## src/rtl/knn_ctrl_if.sv

```systemverilog
// Handshake bundle between the k-NN sequencing controller and its datapath:
// start/done, training-memory read port, top-5 selector controls and vote result.
interface knn_ctrl_if #(
    parameter int unsigned ADDR_W = 6
);
    logic              start;
    logic              busy;
    logic              done;
    logic              mem_rd_en;
    logic [ADDR_W-1:0] mem_addr;
    logic              ksel_rst_n;
    logic              sel_valid;
    logic              class1;
    logic              class2;
    logic              class3;
    logic              class4;
    logic              class5;
    logic              class_out;
    logic [2:0]        vote_cnt;

    modport master (
        input  start,
        input  class1,
        input  class2,
        input  class3,
        input  class4,
        input  class5,
        output busy,
        output done,
        output mem_rd_en,
        output mem_addr,
        output ksel_rst_n,
        output sel_valid,
        output class_out,
        output vote_cnt
    );

    modport slave (
        output start,
        output class1,
        output class2,
        output class3,
        output class4,
        output class5,
        input  busy,
        input  done,
        input  mem_rd_en,
        input  mem_addr,
        input  ksel_rst_n,
        input  sel_valid,
        input  class_out,
        input  vote_cnt
    );
endinterface

```

## src/rtl/knn_ctrl.sv

```systemverilog
// Sequences one k-NN classification: clear the top-5 selector, stream training addresses,
// align selector valid with the distance pipeline, then majority-vote the five neighbours.
module knn_ctrl #(
    parameter int unsigned N_SAMPLES = 64,
    parameter int unsigned ADDR_W    = 6,
    parameter int unsigned DIST_LAT  = 2
) (
    input logic        clk,
    input logic        reset,
    knn_ctrl_if.master bus
);
    localparam int unsigned DrainW = (DIST_LAT > 0) ? $clog2(DIST_LAT + 1) : 1;
    localparam logic [ADDR_W-1:0] LastAddr  = ADDR_W'(N_SAMPLES - 1);
    localparam logic [DrainW-1:0] LastDrain = DrainW'(DIST_LAT);

    typedef enum logic [2:0] {
        StIdle,
        StClear,
        StIssue,
        StDrain,
        StVote,
        StDone
    } state_e;

    state_e            state_q, state_d;
    logic [ADDR_W-1:0] addr_q, addr_d;
    logic [DrainW-1:0] drain_q, drain_d;
    logic [DIST_LAT:0] vpipe_q, vpipe_d;
    logic [2:0]        vote_q, vote_d;
    logic              class_q, class_d;
    logic              busy_q, done_q, rd_en_q, ksel_q;

    always_comb begin
        state_d = state_q;
        addr_d  = addr_q;
        drain_d = drain_q;
        vote_d  = vote_q;
        class_d = class_q;

        // Stage 0 follows the read strobe; the last stage lines up with the distance result.
        vpipe_d[0] = rd_en_q;
        for (int k = 1; k <= DIST_LAT; k++) begin
            vpipe_d[k] = vpipe_q[k-1];
        end

        case (state_q)
            StIdle: begin
                if (bus.start) state_d = StClear;
            end
            StClear: begin
                addr_d  = '0;
                state_d = StIssue;
            end
            StIssue: begin
                drain_d = '0;
                // Terminal compare on the count itself so a full 2^ADDR_W sweep never wraps.
                if (addr_q == LastAddr) begin
                    state_d = StDrain;
                end else begin
                    addr_d = addr_q + 1'b1;
                end
            end
            StDrain: begin
                if (drain_q == LastDrain) begin
                    state_d = StVote;
                end else begin
                    drain_d = drain_q + 1'b1;
                end
            end
            StVote: begin
                vote_d  = 3'(bus.class1) + 3'(bus.class2) + 3'(bus.class3)
                        + 3'(bus.class4) + 3'(bus.class5);
                class_d = (vote_d >= 3'd3);
                state_d = StDone;
            end
            StDone: begin
                state_d = StIdle;
            end
            default: begin
                state_d = StIdle;
            end
        endcase
    end

    always_ff @(posedge clk) begin
        if (!reset) begin
            state_q <= StIdle;
            addr_q  <= '0;
            drain_q <= '0;
            vpipe_q <= '0;
            vote_q  <= '0;
            class_q <= 1'b0;
            busy_q  <= 1'b0;
            done_q  <= 1'b0;
            rd_en_q <= 1'b0;
            ksel_q  <= 1'b0;
        end else begin
            state_q <= state_d;
            addr_q  <= addr_d;
            drain_q <= drain_d;
            vpipe_q <= vpipe_d;
            vote_q  <= vote_d;
            class_q <= class_d;
            // Output flops decode the next state so every output is a plain register.
            busy_q  <= (state_d != StIdle);
            done_q  <= (state_d == StDone);
            rd_en_q <= (state_d == StIssue);
            ksel_q  <= (state_d != StClear);
        end
    end

    assign bus.busy       = busy_q;
    assign bus.done       = done_q;
    assign bus.mem_rd_en  = rd_en_q;
    assign bus.mem_addr   = addr_q;
    assign bus.ksel_rst_n = ksel_q;
    assign bus.sel_valid  = vpipe_q[DIST_LAT];
    assign bus.class_out  = class_q;
    assign bus.vote_cnt   = vote_q;
endmodule
```

## src/flat_wrapper.sv

```systemverilog
// flat-port wrapper written by rule: the top's interface ports become plain ports
module knn_ctrl_flat 
#(
    parameter int unsigned N_SAMPLES = 64,
    parameter int unsigned ADDR_W    = 6,
    parameter int unsigned DIST_LAT  = 2
)
  (clk, reset, bus_start, bus_class1, bus_class2, bus_class3, bus_class4, bus_class5, bus_busy, bus_done, bus_mem_rd_en, bus_mem_addr, bus_ksel_rst_n, bus_sel_valid, bus_class_out, bus_vote_cnt);
  knn_ctrl_if #(.ADDR_W(ADDR_W)) bus_i ();
  input logic clk;
  input logic reset;
  input wire logic [$bits(bus_i.start)-1:0] bus_start;
  input wire logic [$bits(bus_i.class1)-1:0] bus_class1;
  input wire logic [$bits(bus_i.class2)-1:0] bus_class2;
  input wire logic [$bits(bus_i.class3)-1:0] bus_class3;
  input wire logic [$bits(bus_i.class4)-1:0] bus_class4;
  input wire logic [$bits(bus_i.class5)-1:0] bus_class5;
  output wire logic [$bits(bus_i.busy)-1:0] bus_busy;
  output wire logic [$bits(bus_i.done)-1:0] bus_done;
  output wire logic [$bits(bus_i.mem_rd_en)-1:0] bus_mem_rd_en;
  output wire logic [$bits(bus_i.mem_addr)-1:0] bus_mem_addr;
  output wire logic [$bits(bus_i.ksel_rst_n)-1:0] bus_ksel_rst_n;
  output wire logic [$bits(bus_i.sel_valid)-1:0] bus_sel_valid;
  output wire logic [$bits(bus_i.class_out)-1:0] bus_class_out;
  output wire logic [$bits(bus_i.vote_cnt)-1:0] bus_vote_cnt;
  assign bus_i.start = bus_start;
  assign bus_i.class1 = bus_class1;
  assign bus_i.class2 = bus_class2;
  assign bus_i.class3 = bus_class3;
  assign bus_i.class4 = bus_class4;
  assign bus_i.class5 = bus_class5;
  assign bus_busy = bus_i.busy;
  assign bus_done = bus_i.done;
  assign bus_mem_rd_en = bus_i.mem_rd_en;
  assign bus_mem_addr = bus_i.mem_addr;
  assign bus_ksel_rst_n = bus_i.ksel_rst_n;
  assign bus_sel_valid = bus_i.sel_valid;
  assign bus_class_out = bus_i.class_out;
  assign bus_vote_cnt = bus_i.vote_cnt;
  knn_ctrl #(.N_SAMPLES(N_SAMPLES), .ADDR_W(ADDR_W), .DIST_LAT(DIST_LAT)) u_core (.clk(clk), .reset(reset), .bus(bus_i));
endmodule
```

## config.mk

```make
export PLATFORM = sky130hd
export DESIGN_NAME = knn_ctrl_flat
export DESIGN_NICKNAME = d
export VERILOG_FILES = /design/src/rtl/knn_ctrl_if.sv /design/src/rtl/knn_ctrl.sv /design/src/flat_wrapper.sv
export SDC_FILE = /design/constraint.sdc
export NUM_CORES = 1
export LEC_CHECK = 0
export BUFFER_PORTS_ARGS = -buffer_cell sky130_fd_sc_hd__buf_4
export CAP_MARGIN = 15
export CORE_MARGIN = 10
export CORE_UTILIZATION = 40
export DETAILED_ROUTE_END_ITERATION = 16
export SYNTH_ARGS = -nofsm -noshare
export SYNTH_HDL_FRONTEND = slang
export SYNTH_SLANG_ARGS = --single-unit
```

## constraint.sdc

```tcl
create_clock -name clk -period 3.01 [get_ports clk]
set_clock_uncertainty 0.05 [all_clocks]
set_input_delay 0.602 -clock clk [delete_from_list [all_inputs] [get_ports clk]]
set_output_delay 0.602 -clock clk [all_outputs]
set_load 0.005 [all_outputs]
```

---- Yosys cells after proc, flatten, opt, wreduce, memory -nomap -nowiden ----
Cells that the tools add are included.
cells by class
  equality and inequality tests ........... 11
  reductions and logical operators ........ 6
  $lt $le $gt $ge ......................... 1
  add/subtract/negate cells ............... 6
  multiplexer cells ....................... 8
operator list
  kind                   count
  $pmux W3 S5            1
  $pmux W6 S2            1
  $add A3 B1 Y3          3
  $eq A3 B2 Y1 const B   3
  $mux W3                3
  $add A6 B1 Y6 const B  1
  $eq A3 B3 Y1 const B   2
  $eq A6 B6 Y1 const B   1
  $mux W6                1
  $ne A2 B2 Y1 const B   2
  $pmux W2 S2            1
  $reduce_and A2 Y1      2
  $reduce_bool A2 Y1     2
  $eq A3 B1 Y1 const B   1
  $ge A3 B2 Y1 const B   1
  $logic_not A3 Y1       1
  $ne A3 B1 Y1 const B   1
  $reduce_bool A3 Y1     1
  $add A1 B1 Y2          1
  $add A2 B1 Y2 const B  1
  $eq A2 B2 Y1 const B   1
  $mux W2                1
word-level totals
  register bits after elaboration ......... 22
  word-level logic and storage cells ...... 42
  bits of input ports ..................... 8
  output and inout bits ................... 15

---- Longest topological paths before layout ----
Gate-level depths: netlist of run 1.
  depth after elaboration ................. 5
  depth in mapped cells ................... 8
  mapped depth without buffers ............ 8

---- Worst setup path before layout of run 1 ----
No wires, ideal clock.
  path kind ............................... input to register
  start point ............................. input bus_class2
  end point ............................... register u_core.class_q, in the netlist u_core.bus.class_out
  path slack .............................. 0.560 ns
  buffers on the path ..................... 0
  stages on the path ...................... 8
  required time ........................... 2.874 ns
  arrival time ............................ 2.314 ns
  cells stage by stage .................... ha_1 > inv_1 > fa_1 > inv_1 > ha_1 > fa_1 > a21oi_1 > a211oi_1
on the way
  word-level cells in the longest chain between the ends .. 5
RTL lines
  item                        RTL line            source
  start: declaration          flat_wrapper.sv:14  input wire logic [$bits(bus_i.class2)-1:0] bus_class2;
  $add A1 B1 Y2               knn_ctrl.sv:71      vote_d = 3'(bus.class1) + 3'(bus.class2) + 3'(bus.class3)
  $add A3 B1 Y3               knn_ctrl.sv:71
  $add A3 B1 Y3 (2 in a row)  knn_ctrl.sv:72      + 3'(bus.class4) + 3'(bus.class5);
  $ge A3 B2 Y1                knn_ctrl.sv:73      class_d = (vote_d >= 3'd3);
  end signal: assignment      knn_ctrl.sv:103     class_q <= class_d;
  end: declaration            knn_ctrl.sv:30      logic class_q, class_d;
No other way between the ends.
A chain may end at the register's enable or synchronous reset.

---- Worst setup path in the final report of run 1 ----
Same ends and word-level chain as after synthesis.

==> flow_summary.ini, run 1 <==
[outcome]
status = completed

[critical_path]
cpLargestDelayFamily = adder cells
regToRegSetupSlack_ns = 1.32
worstPathRequired_ns = 3.20
startpoint_type = primary input
crit_chain = buf_4 > ha_1 > inv_1 > fa_1 > inv_1 > ha_1 > fa_1 > a21oi_1 > a211oi_1
worstPathMaxFanout = 2
slowest_stage = fa_1
crit_path_max_incr_delay_ns = 0.50
cp-end-kind = register
arrival_ns = 2.51
setup.worst_path.class = primary input to register
cp_num_buf_inv = 3

[synth]
synth.area.top_cells = dfxtp_1, mux2i_1, buf_6
synth_commonest_cells = dfxtp_1, inv_1, nor2_1, mux2i_1
synth.most_common_cell = dfxtp_1
yosysTopAreaCell = dfxtp_1
avgSynthCellArea_um2 = 10.1
synth-edff-count = 0
netlist_instances = 114
ys.flop_type = dfxtp_1
seq_area_frac_synth_pct = 38.1
ys_ff_latch = 22
synth_nets = 128
ys_types = 34
synth_warnings = 0
syn_area_um2 = 1160
synth_top_area_share_pct = 38.1
async_flop_share_pct = 0

[timing]
setup_slack_ns = 0.689
setup_tns_ns = 0
worstMarginPinSlew_ns = 0.516
fin_crit_sh_pct = 77.1
fmax_mhz = 431
worst_slew_margin_rel_pct = 65.5
rsz0062_at_grt = false
hold_viol = 0
drv_slew = 0
setup_viol = 0
fin_crit_ns = 2.32

[route]
dr.pass1.iters = 4
postRouteWirelength_um = 2370
vias = 855
drtIter0Drc = 23
post-route-drc-count = 0
routed_via_density = 5.21
antenna_left = 0
wl_per_cell_um = 14.5

[global_route]
met1_usage_pct = 9.50
grt-busiest-layer = met2
use_met2_pct = 15.2
grt_pass1_vias = 847
antenna_found_initial = 0
grt_start_max_net_pins = 19
grt_pass1_wl_um = 3840
globalRouteOverflowTotal = 0
grtUsageMet3_pct = 3.90
grt_usage_pct = 8.81

[clocking]
cts-buffers-inserted = 3
clk_pin_slew_ns = 0.13
clk_path_buf_depth = 2
clock_sinks = 22
root_buffer = clkbuf_4
post_cts_buffers = 0
clk_latency_ns = 0.31
postCtsResizedCells = 0
holdBufCountCts = 0
cts-htree-levels = 1
tritoncts = yes

[placed_design]
pre_cts_ws_ns = 0.348
place_congestion = 0.693
dp_hpwl_um = 1770
placed_cell_area_um2 = 1280
io_buffers = 22

[floorplan]
coreArea_um2 = 2760
die_h_um = 73.8
dieArea_um2 = 5440
pin_count = 23
die_x_um = 73.8
start_util_pct = 41.9
rows = 19

[flow_run]
maxCapViolations = 0

[cells_and_area]
drive_gt1_share_pct = 23.3
nNetsFinal = 148
stdcell_area_um2 = 1340
fin_util_pct = 48.5
diodes = 0
syn2layout_area_growth_pct = 15.7

[hold_path]
hold_path_class = register to register

[power]
cellLeakagePower_nw = 0.545
powerDensity_nw_per_um2 = 457
vdd_drop_max_v = 0.000345
-- placed cells by master (no fill, tap or decap), types with 3 or more instances in the layout --
cell,n
inv_1,11
dfxtp_1,22
mux2i_1,7
ha_1,4
nand3_1,6
a31oi_1,3
buf_4,22
nor4_2,3
a211oi_1,3
nor2_1,9
nand3b_1,3
and2_1,5
nand2_1,4
clkbuf_4,3
-- flip-flops by register name (all words and copies together), names as in the netlist --
signal / count
u_core.bus.vote_cnt: 3
u_core.vpipe_q: 3
u_core.state_q: 3
u_core.bus.mem_rd_en: 1
u_core.drain_q: 2
u_core.bus.busy: 1
u_core.bus.mem_addr: 6
u_core.bus.ksel_rst_n: 1
u_core.bus.class_out: 1
u_core.bus.done: 1
-- final timing paths --
kind,from,to,depth (start not counted)
setup / recovery,bus_class2,u_core.bus.class_out,9
hold / removal,u_core.vpipe_q[1],u_core.vpipe_q[2],1
setup reg to reg,u_core.bus.mem_addr[0],u_core.bus.mem_addr[1],4
hold reg to reg,u_core.vpipe_q[1],u_core.vpipe_q[2],1
-- cells by family after synthesis --
logic type / count (synthesis) / synth area share, %
buf+inv: 18 / 10.1
mux: 7 / 6.06
simple gates: 43 / 24.9
xor+xnor: 1 / 0.758
compound gates: 17 / 12.3
flops: 22 / 38.1
fa+ha+maj: 6 / 7.79
-- metal layers --
layer | routed length [µm] | part of all wire, % | vias up
met5 | 0 | 0 | -
met4 | 19 | 0.80 | 0
met3 | 128 | 5.4 | 2
met2 | 1170 | 49 | 11
met1 | 1050 | 44 | 400
li1 | - | - | 442
-- worst reg2reg max path, cell delays in order, from the launching register on --
cell and delay [ns]:
dfxtp_1 0.39, ha_1 0.23, and4_1 0.31, a2111oi_4 0.42
mux2i_1 0.21
-- metrics by stage --
stage	cells	total power, mW	hold slack, ns
2_1_floorplan	114	0.372	0.362
3_3_place_gp	160	0.388	0.377
3_5_place_dp	160	0.393	0.369
4_1_cts	164	0.619	0.412
5_1_grt	164	0.643	0.414
6_report	164	0.611	0.412
-- power by group --
group	switching (mW)	total [mW]	internal, mW	leakage (nW)
clock network	0.0910	0.226	0.135	0.0279
logic	0.0386	0.0754	0.0368	0.338
registers	0.0111	0.310	0.299	0.179
-- final cells by class --
class	count	area, µm²
inverters	11	41.3
multi-input cells	74	599
clock inverters	1	30.0
flip-flops and latches	22	440
fillers	260	1420
clock buffers	3	22.5
well taps	31	38.8
repair buffers	22	165
Note: power is estimated with default switching activity, not from simulation.
==> run 2, diff against run 1 <==
--- a/config.mk
+++ b/config.mk
@@ -5,6 +5,7 @@
 export SDC_FILE = /design/constraint.sdc
 export NUM_CORES = 1
 export LEC_CHECK = 0
+export ABC_AREA = 1
 export BUFFER_PORTS_ARGS = -buffer_cell sky130_fd_sc_hd__buf_4
 export CAP_MARGIN = 15
 export CORE_MARGIN = 10
==> constraint.sdc (replaced) <==
create_clock -name clk -period 2.3 [get_ports clk]
set_clock_uncertainty 0.05 [all_clocks]
set_input_delay 0.46 -clock clk [delete_from_list [all_inputs] [get_ports clk]]
set_output_delay 0.46 -clock clk [all_outputs]
set_load 0.005 [all_outputs]
==> flow_summary.ini, run 2 <==
[outcome]
status = completed

[synth]
synth_nets = 146
syn_area_um2 = 1030
seq_area_frac_synth_pct = 42.8
ys_ff_latch = 22
ys.flop_type = dfxtp_1
synth_top_area_share_pct = 42.8
netlist_instances = 132
avgSynthCellArea_um2 = 7.79
synth_warnings = 0
synth_commonest_cells = dfxtp_1, nand2_1, nor2_1, inv_1, o21ai_1
yosysTopAreaCell = dfxtp_1
synth.most_common_cell = dfxtp_1
synth-edff-count = 0
async_flop_share_pct = 0
ys_types = 24
synth.area.top_cells = dfxtp_1, nand2_1, nor2_1

[timing]
fin_hold_ws_ns = 0.364
setup_viol = 0
worst_slew_margin_rel_pct = 75.9
fin_crit_sh_pct = 90.7
worstMarginPinSlew_ns = 0.362
rsz0062_at_grt = false
hold_viol = 0
fin_crit_ns = 2.09
fmax_mhz = 479
drv_slew = 0

[route]
routed_via_density = 4.69
postRouteWirelength_um = 2040
post-route-drc-count = 0
drtIter0Drc = 50
antenna_left = 0
vias = 873
dr.pass1.iters = 4
wl_per_cell_um = 11.0

[power]
clkPwrFrac_pct = 34.9
totalPowerFinal_mw = 0.866
p_int_mw = 0.643
powerDensity_nw_per_um2 = 679
cellLeakagePower_nw = 0.626
p_switching_mw = 0.223
combinationalPowerShare_pct = 16.9
switching_share_pct = 25.7
vdd_drop_max_v = 0.000330
pwr-share-seq_pct = 48.2

[clocking]
clk_path_buf_depth = 2
holdBufCountCts = 0
cts-buffers-inserted = 3
cts-htree-levels = 1
clock_sinks = 22
root_buffer = clkbuf_4
postCtsResizedCells = 0
clk_pin_slew_ns = 0.13
tritoncts = yes
post_cts_buffers = 0
clk_latency_ns = 0.32

[critical_path]
startpoint_type = primary input
worstPathRequired_ns = 2.50
cp-end-kind = register
worstPathMaxFanout = 2
setup.worst_path.class = primary input to register
arrival_ns = 2.28

[placed_design]
dp_hpwl_um = 1620
place_congestion = 0.822
io_buffers = 22

[floorplan]
dieArea_um2 = 5000
start_util_pct = 41.9
pin_count = 23
coreArea_um2 = 2450
die_x_um = 70.7
rows = 18
die_h_um = 70.7

[cells_and_area]
final.fill_count = 246
diodes = 0
multi_input_area_um2 = 478
syn2layout_area_growth_pct = 24.1
largest_register_ffs = 6
nNetsFinal = 171
final_cell_mix = buf_4, dfxtp_1, nand2_1, nor2_1, inv_1
regArea_um2 = 440
drive_gt1_share_pct = 26.9

[flow_run]
maxCapViolations = 0

[global_route]
grt_pass1_wl_um = 3710
globalRouteOverflowTotal = 0
grt_usage_pct = 8.76
grt_pass1_vias = 856
grt_start_max_net_pins = 14
antenna_found_initial = 0

[hold_path]
hold_path_class = primary input to register
-- run 2: changes by cell type in the layout (fill, tap and decap cells not counted), sizes merged, moves of 5 or more --
cell	change
a21oi	+6
nor2	+12
inv	+12
mux2i	-7
o21ai	+10
nand2	+19
and2	-5
-- run 2: kinds of logic (layout without fill, tap and decap cells) --
| kind of cell | after synthesis | in the layout | synth area share [%] |
|---|---|---|---|
| flops | 22 | 22 | 42.8 |
| compound gates | 20 | 20 | 10.2 |
| buf+inv | 28 | 52 | 10.7 |
| xor+xnor | 1 | 1 | 0.852 |
| fa+ha+maj | 6 | 6 | 8.76 |
| simple gates | 55 | 55 | 26.6 |
-- run 2: layout make-up --
cell class                      count  area share [%]
Clock buffer                        3            1.76
Clock inverter                      1            2.35
Inverter                           26            8.04
Multi-Input combinational cell     82            37.5
Sequential cell                    22            34.5
Tap cell                           30            2.94
Timing Repair Buffer               22            12.9
-- run 2: per-stage QoR --
stage	setup slack (ns)	setup TNS [ns]	util (%)	instance area [µm²]	cells
3_3_place_gp	-0.0685	-0.124	49.8	1220	182
3_5_place_dp	-0.136	-0.260	49.8	1220	182
5_1_grt	0.0964	0	52.0	1280	186
6_report	0.214	0	52.0	1280	186
4_1_cts	0.199	0	52.0	1280	186
2_1_floorplan	0.0677	0	-	1030	132
-- run 2: path summary, 6_finish.rpt --
kind                            endpoint                    from  slack [ns]  cells past startpoint
hold reg to reg        u_core.vpipe_q[1]       u_core.vpipe_q[0]        0.38                      2
setup / recovery    u_core.bus.class_out              bus_class2        0.21                      9
hold / removal         u_core.vpipe_q[1]                   reset        0.36                      3
setup reg to reg  u_core.bus.mem_addr[5]  u_core.bus.mem_addr[0]        0.89                     10
-- run 2: worst max-delay path, cell delays in order --
cell	delay, ns
buf_4	0.11
ha_1	0.27
inv_1	0.05
fa_1	0.48
inv_1	0.04
ha_1	0.18
fa_1	0.49
nand3_1	0.08
a31oi_1	0.13
-- run 2: routing by layer --
| layer | track usage, % | vias up | share of wire [%] |
|---|---|---|---|
| li1 | - | 460 | - |
| met1 | 10.4 | 391 | 47 |
| met2 | 13.9 | 17 | 45 |
| met3 | 2.93 | 5 | 6.0 |
| met4 | 3.87 | 0 | 2.1 |
| met5 | 0 | - | 0 |
-- run 2: power by group through the flow --
stage / registers [mW] / clock network, mW / logic [mW]
after floorplan: 0.425 / 0 / 0.0996
after global placement: 0.425 / 0 / 0.146
after detailed placement: 0.426 / 0 / 0.149
after CTS: 0.417 / 0.311 / 0.150
after global routing: 0.420 / 0.328 / 0.172
final: 0.417 / 0.302 / 0.147
==> run 3, diff against run 2 <==
--- a/config.mk
+++ b/config.mk
@@ -5,7 +5,6 @@
 export SDC_FILE = /design/constraint.sdc
 export NUM_CORES = 1
 export LEC_CHECK = 0
-export ABC_AREA = 1
 export BUFFER_PORTS_ARGS = -buffer_cell sky130_fd_sc_hd__buf_4
 export CAP_MARGIN = 15
 export CORE_MARGIN = 10
==> flow_summary.ini, run 3 (synthesis results as in run 1) <==
[placed_design]
placed_cell_area_um2 = 1290
dp_hpwl_um = 1660
pre_cts_ws_ns = -0.219
place_congestion = 0.705
io_buffers = 22

[timing]
worstMarginPinSlew_ns = 0.506
fin_crit_ns = 2.14
fin_crit_sh_pct = 93.2
worst_slew_margin_rel_pct = 66.2
rsz0062_at_grt = false
fmax_mhz = 467
drv_slew = 0
hold_viol = 0
setup_viol = 0
setup_slack_ns = 0.157

[clocking]
post_cts_buffers = 0
tritoncts = yes
holdBufCountCts = 0
clk_latency_ns = 0.31
root_buffer = clkbuf_4
cts-htree-levels = 1
clk_path_buf_depth = 2
clk_pin_slew_ns = 0.13
clock_sinks = 22
postCtsResizedCells = 0
cts-buffers-inserted = 3

[cells_and_area]
largest_register_ffs = 6
stdcell_area_um2 = 1340
nNetsFinal = 148
diodes = 0
syn2layout_area_growth_pct = 15.9
final_cell_mix = buf_4, dfxtp_1, inv_1, nor2_1, mux2i_1
drive_gt1_share_pct = 24.1

[global_route]
grt_start_max_net_pins = 19
antenna_found_initial = 0
globalRouteOverflowTotal = 0
grt_pass1_vias = 836
grt_usage_pct = 8.37
grt_pass1_wl_um = 3720

[route]
postRouteWirelength_um = 2190
drtIter0Drc = 23
routed_via_density = 5.26
post-route-drc-count = 0
dr.pass1.iters = 4
vias = 863
wl_per_cell_um = 13.4
antenna_left = 0

[critical_path]
r2r-start = u_core.bus.mem_addr[0]
setup.worst_path.class = primary input to register
worstPathMaxFanout = 2
worst-r2r-cell-count = 4
worstPathRequired_ns = 2.48
rr_endpoint = u_core.bus.mem_addr[1]
arrival_ns = 2.33
regToRegSetupSlack_ns = 0.64
cp-end-kind = register
startpoint_type = primary input

[floorplan]
die_x_um = 73.8
pin_count = 23
dieArea_um2 = 5440
coreArea_um2 = 2760
start_util_pct = 41.9
die_h_um = 73.8
rows = 19

[outcome]
status = completed

[power]
powerDensity_nw_per_um2 = 597
vdd_drop_max_v = 0.000488
cellLeakagePower_nw = 0.543
totalPowerFinal_mw = 0.801

[hold_path]
hold_path_class = primary input to register
hold_depth = 2
hold_path_startpoint = bus_start
min_to = u_core.bus.ksel_rst_n

[flow_run]
maxCapViolations = 0
-- run 3: final cells by class --
cell class,count,area (µm²)
Clock buffer,3,22.5
Inverter,11,41.3
Tap cell,31,38.8
Sequential cell,22,440
Multi-Input combinational cell,74,602
Timing Repair Buffer,22,165
Clock inverter,1,30.0
Fill cell,279,1420
-- run 3: per-stage QoR --
stage | hold slack [ns] | utilization [%] | setup TNS (ns) | instances
detailed placement | 0.372 | 46.7 | -0.394 | 160
floorplan | 0.362 | - | 0 | 114
CTS | 0.289 | 48.6 | 0 | 164
finish | 0.305 | 48.6 | 0 | 164
global placement | 0.365 | 46.7 | -0.228 | 160
global route | 0.284 | 48.6 | 0 | 164
-- run 3: routing by layer --
metal	GRT usage (%)	vias to the layer above	part of all wire [%]
li1	-	440	-
met1	9.63	406	47
met2	13.4	15	45
met3	3.10	2	7.0
met4	3.73	0	0.82
met5	0	-	0
-- run 3: worst max-delay path, cell delays in order --
cell and delay (ns):
buf_4 0.11, ha_1 0.26, inv_1 0.04, fa_1 0.47, inv_1 0.04, ha_2 0.16
fa_1 0.53, a21oi_1 0.07, a211oi_1 0.18
-- run 3: where the power goes --
part           switching [mW]  internal [mW]  leakage (nW)
Sequential             0.0141          0.392         0.179
Combinational          0.0466         0.0484         0.337
Clock                   0.124          0.176        0.0279
Total                   0.185          0.616         0.543
-- run 3: worst max-delay path by stage --
stage                     depth (start not counted)        from              endpoint
after global placement                            9  bus_class2  u_core.bus.class_out
after detailed placement                          9  bus_class2  u_core.bus.class_out
after CTS                                         9  bus_class2  u_core.bus.class_out
after global routing                              9  bus_class2  u_core.bus.class_out
after floorplan                                   8  bus_class2  u_core.bus.class_out
final                                             9  bus_class2  u_core.bus.class_out
